File: config.mk
export PLATFORM = sky130hd
export DESIGN_NAME = led_bank_arbiter
export DESIGN_NICKNAME = d
export VERILOG_FILES = /design/src/rtl/led_bank_arbiter.sv
export SDC_FILE = /design/constraint.sdc
export NUM_CORES = 1
export LEC_CHECK = 0
export ABC_AREA = 1
export CORE_MARGIN = 1
export CORE_UTILIZATION = 55
export CTS_CLUSTER_SIZE = 20
export DETAILED_ROUTE_END_ITERATION = 6
export HOLD_SLACK_MARGIN = 0.05
export PLACE_DENSITY_LB_ADDON = 0.2
export SLEW_MARGIN = 40
export SYNTH_ARGS = -nofsm -noshare
export SYNTH_HDL_FRONTEND = slang
export SYNTH_SLANG_ARGS = --single-unit
export TNS_END_PERCENT = 5
File: constraint.sdc
create_clock -name clk -period 5.25 [get_ports clk]
set_input_delay 0.525 -clock clk [delete_from_list [all_inputs] [get_ports clk]]
set_output_delay 0.525 -clock clk [all_outputs]
set_load 0.05 [all_outputs]
File: src/rtl/led_bank_arbiter.sv
// Round-robin LED bank arbiter with time-sliced ownership and a one-cycle blanking hand-over.
// Define LED_BANK_ARBITER_PRIORITY_EN to make requester 0 always win and preempt the others.
module led_bank_arbiter #(
   parameter int unsigned DWELL_CYCLES = 50000000
) (
   input  logic       clk,
   input  logic       reset,
   input  logic [2:0] req,
   input  logic [4:0] pattern0,
   input  logic [4:0] pattern1,
   input  logic [4:0] pattern2,
   input  logic       skip_re,
   output logic [2:0] grant,
   output logic [4:0] led,
   output logic       busy
);

   typedef enum logic [1:0] {IDLE, GRANT, SWITCH} state_t;

   localparam logic [25:0] COUNT_LAST = 26'(DWELL_CYCLES - 1);

   state_t      state;
   logic [1:0]  last_owner;
   logic [25:0] count;

   logic [1:0]  rr_winner;
   logic [1:0]  winner;
   logic [1:0]  cand;
   logic        found;
   logic [2:0]  owner_mask;
   logic [2:0]  others;
   logic [4:0]  owner_pattern;
   logic [4:0]  winner_pattern;
   logic        leave;

   function automatic logic [2:0] onehot(input logic [1:0] idx);
      return 3'b001 << idx;
   endfunction

   function automatic logic [4:0] pick_pattern(input logic [1:0] idx, input logic [4:0] p0,
                                               input logic [4:0] p1, input logic [4:0] p2);
      case (idx)
         2'd1:    return p1;
         2'd2:    return p2;
         default: return p0;
      endcase
   endfunction

   // Search last_owner+1, +2, +3 (mod 3); the old owner is considered last.
   always_comb begin
      rr_winner = '0;
      cand      = '0;
      found     = 1'b0;
      for (int unsigned k = 1; k <= 3; k++) begin
         cand = 2'((32'(last_owner) + k) % 3);
         if (!found && req[cand]) begin
            rr_winner = cand;
            found     = 1'b1;
         end
      end
   end

`ifdef LED_BANK_ARBITER_PRIORITY_EN
   assign winner = req[0] ? 2'd0 : rr_winner;
`else
   assign winner = rr_winner;
`endif

   always_comb begin
      owner_mask     = onehot(last_owner);
      others         = req & ~owner_mask;
      owner_pattern  = pick_pattern(last_owner, pattern0, pattern1, pattern2);
      winner_pattern = pick_pattern(winner, pattern0, pattern1, pattern2);
      leave          = ((req & owner_mask) == 3'b000)
                     | ((count == COUNT_LAST) & (|others))
                     | (skip_re & (|others));
`ifdef LED_BANK_ARBITER_PRIORITY_EN
      if (req[0] && last_owner != 2'd0)
         leave = 1'b1;
`endif
   end

   // IDLE and SWITCH share the same arbitration step; SWITCH only differs by having blanked outputs.
   always_ff @(posedge clk) begin
      if (reset) begin
         state      <= IDLE;
         grant      <= '0;
         led        <= '0;
         busy       <= 1'b0;
         count      <= '0;
         last_owner <= 2'd2;
      end else begin
         case (state)
            GRANT: begin
               if (leave) begin
                  state <= SWITCH;
                  grant <= '0;
                  led   <= '0;
                  busy  <= 1'b0;
                  count <= '0;
               end else begin
                  led   <= owner_pattern;
                  count <= (count == COUNT_LAST) ? '0 : count + 26'd1;
               end
            end
            default: begin
               if (|req) begin
                  state      <= GRANT;
                  last_owner <= winner;
                  count      <= '0;
                  grant      <= onehot(winner);
                  led        <= winner_pattern;
                  busy       <= 1'b1;
               end else begin
                  state <= IDLE;
                  grant <= '0;
                  led   <= '0;
                  busy  <= 1'b0;
               end
            end
         endcase
      end
   end

endmodule

==> results.md <==
* Critical Path Most Common Cell: inv_1
* Cells after Synth at 456
* Ports at 30
* Cell Area, Synth at ~2800 um^2
* CP max FO at 12
* Clk root buf: clkbuf_8
* Fin area at 3260 um^2
* Worst-Margin Slew at 686 ps
* Ys flop type: dfxtp_1
* Clock Latency Late Sink at slightly below 300 ps
* First-pass GRT wire length at 11,000 um
* Slowest stage delay, CP at roughly 520 ps
* Final core utilization at about two thirds
* Maximum clock rate at roughly 370 MHz
* Pin count of the biggest net entering global routing at 39
* Startpoint class of the critical path: flop
* TritonCTS clock tree: yes
* GR Util All Layers at around a quarter
* Die X at 73.8 um
* Reg clk slew, reported paths at 80 ps
* DRC at 0
* Antenna violations before repair at 0
* Grt ovf at 0
* CTS Buf Count at 5
* Outcome: finished clean
* Routability Congestion at 0.906
* Period utilisation layout at 52.0%
* H-tree Lvls at 2
* DP HPWL at 5230 um
* R2R Setup Slk at 2520 ps
* Avg WL per Cell at 12.4 um
* Final-report max-slew violation count at 0
* RSZ-0062 raised after global routing: false
* FF+latch count, synth at 38
* Max-cap viol count at 0
* Synth area leaders: dfxtp_1, nand2_1, nor2_1
* Met2 usage at 47.8%
* M1 GR Usage at 28.8%
* DIE HEIGHT at 73.8 um
* P&R area growth vs syn at 14.9%
* R2R Path Start: last_owner[0]$_SDFFE_PP0P_
* Worst hold-check path type: flop to flop
* Met3 usage at 4.94%
* Core area at 4850 um^2
* TritonRoute pass-1 iters at 4
* Synthesized net count at 485
* Post-CTS sizing at 0
* Worst Path Buf+Inv at 3
* Busiest grt layer: met2
* Pwr Total at 884 uW
* Setup TNS at 0 ps
* Fin cells at 550
* Share of the synthesized area in the top cell type at between 20% and 30%
* End of the worst register-to-register path: led[3]$_SDFF_PP0_
* EDFF count, synth at 0
* Placed Cells at 542
* Peak VDD IR at between 200 and 250 uV
* Layout cells sized above 1 at 10.4%
* Kind of critical path: flop to flop
* Slew headroom at between 50% and 60%
* Final Hold Viols at 0
* Detailed-route via count at 2,913
* Power Density at 271 nW/um^2
* Asr flop ratio synth at 0%
* Maximum clock path buffer count at 2
* CP max stage cell: ha_1
* Mean Syn Cell Area at 6.22 um^2
* Sink Count at 38
* Postcts setup bufs at 0
* Post-CTS Hold Fix Bufs at 0
* Number of fill cells at 452
* Req. time, crit path at 5470 ps
* Cells along the critical path: inv_1 > ha_1 > inv_1 > a211oi_1 > nor2_1 > nand4_1 > nand2_1 > inv_1 > ha_1 > nand2_1 > a31oi_1 > o21ai_0 > a21oi_1
* Post-DRT Antenna Nets at 0
* Nets at 511
* Worst Reg-to-Reg Cells at 13
* Worst Clk Skew at around 8.8 ps
* Routed wire length at 6820 um
* Starting Density at 58.5%
* Hold depth at 2
* Die area at 5450 um^2
* Port Buffers at 29
* Via-to-Cell Ratio at 5.30
* Pleak at between 0.001 and 0.0015 uW
* Worst endpoint data arrival time at 2950 ps
* Yosys warning total at 0
* Library cells used by synthesis at 37
* N_diodes at 0
* # setup viols final at 0
* Number of global-route vias before repair at 2,580
* Cell Area, Placed at 3170 um^2
* Worst hold path endpoint: grant[1]$_SDFFE_PP0P_
* Post-route minimum period at 2730 ps
* Crit path capture type: flop
* Yosys top cell by area: dfxtp_1
* Site row count at 25
* DR iter-0 viols at 194
* Delay-heaviest family, CP: adder cells
* Hold path start: grant[1]$_SDFFE_PP0P_
* Post-synthesis sequential area ratio at 26.8%
flip-flops by register name, indices dropped and copies added, names as in the netlist:
register,flops
count,26
state,2
led,5
grant,3
last_owner,2
area by class of cell:
type                       instances  area [um^2]  share of cell area, %
timing repair buffer              32          324                   9.94
inverter                          45          171                   5.26
sequential                        38          761                   23.3
clock buffer                       7         86.3                   2.65
multi-input combinational        360         1830                   56.1
clock inverter                     1         5.00                  0.154
tap                               67         83.8                   2.57
per-stage QoR:
step,hold slack (ps),setup slack [ps]
CTS,468,2550
floorplan,468,2840
global route,499,2330
global placement,450,2650
detailed placement,457,2510
finish,464,2520
worst min-delay path: stages (launching register included):
cell	delay (ps)
dfxtp_1	310
nand2_1	60
a21oi_1	50
cells by family (layout without fill, tap and decap cells):
group                    Yosys count  after routing  synth area share, %
AO/OA/AOI/OAI                     57             57                 12.9
XOR/XNOR                          15             15                 4.63
adder cells (fa/ha/maj)            8              8                 3.53
buffers and inverters             58             85                 8.77
flip-flops                        38             38                 26.8
AND/OR/NAND/NOR                  280            280                 43.4
power by group:
part / leakage, uW / total [uW] / switching, uW / internal, uW
Sequential: 0.000308 / 320 / 10.1 / 310
Combinational: 0.000887 / 352 / 226 / 125
Clock: 0.0000482 / 212 / 106 / 106
Yosys cell counts, types with 2 or more instances:
library cell  count
a21oi_1          29
a21oi_2           6
a221oi_1          4
a31oi_1           2
buf_2             5
buf_6             3
clkbuf_1          4
dfxtp_1          38
ha_1              8
inv_1            41
inv_2             3
nand2_1         138
nand2_2          14
nand2_4           2
nand3_1          24
nand4_1           5
nor2_1           78
nor2_2            7
nor2_4            2
nor3_1            5
o211ai_1          5
o21ai_0           2
o21ai_1           3
o21bai_1          2
xnor2_1           4
xor2_1           11
metal layers:
metal / wire length [um] / vias up
li1: - / 1496
met1: 2910 / 1317
met2: 3450 / 80
met3: 288 / 20
met4: 178 / 0
met5: 0 / -
cell usage in the layout (no fill, tap or decap), drive strengths merged:
cell type,count
nand3b,1
nor3,6
inv,45
o21bai,2
clkdlybuf4s50,29
dfxtp,38
xor2,11
and2,1
clkinv,1
o21ai,5
xnor2,4
o22ai,1
nand4,5
o211ai,6
nor2,88
nand3,25
nand2,154
a31oi,2
buf,3
a221oi,4
a211oi,1
a21oi,36
clkbuf,7
ha,8
worst max path at each step:
stage / from / end / slack [ps] / depth (start not counted)
6_report: last_owner[0]$_SDFFE_PP0P_ / led[3]$_SDFF_PP0_ / 2520 / 13
5_1_grt: last_owner[0]$_SDFFE_PP0P_ / led[4]$_SDFF_PP0_ / 2330 / 12
4_1_cts: last_owner[0]$_SDFFE_PP0P_ / led[3]$_SDFF_PP0_ / 2550 / 11
3_5_place_dp: req[1] / led[4]$_SDFF_PP0_ / 2510 / 12
3_3_place_gp: req[1] / led[4]$_SDFF_PP0_ / 2650 / 12
2_1_floorplan: last_owner[0]$_SDFFE_PP0P_ / led[4]$_SDFF_PP0_ / 2840 / 14
Power figures use the tool's default switching activity.
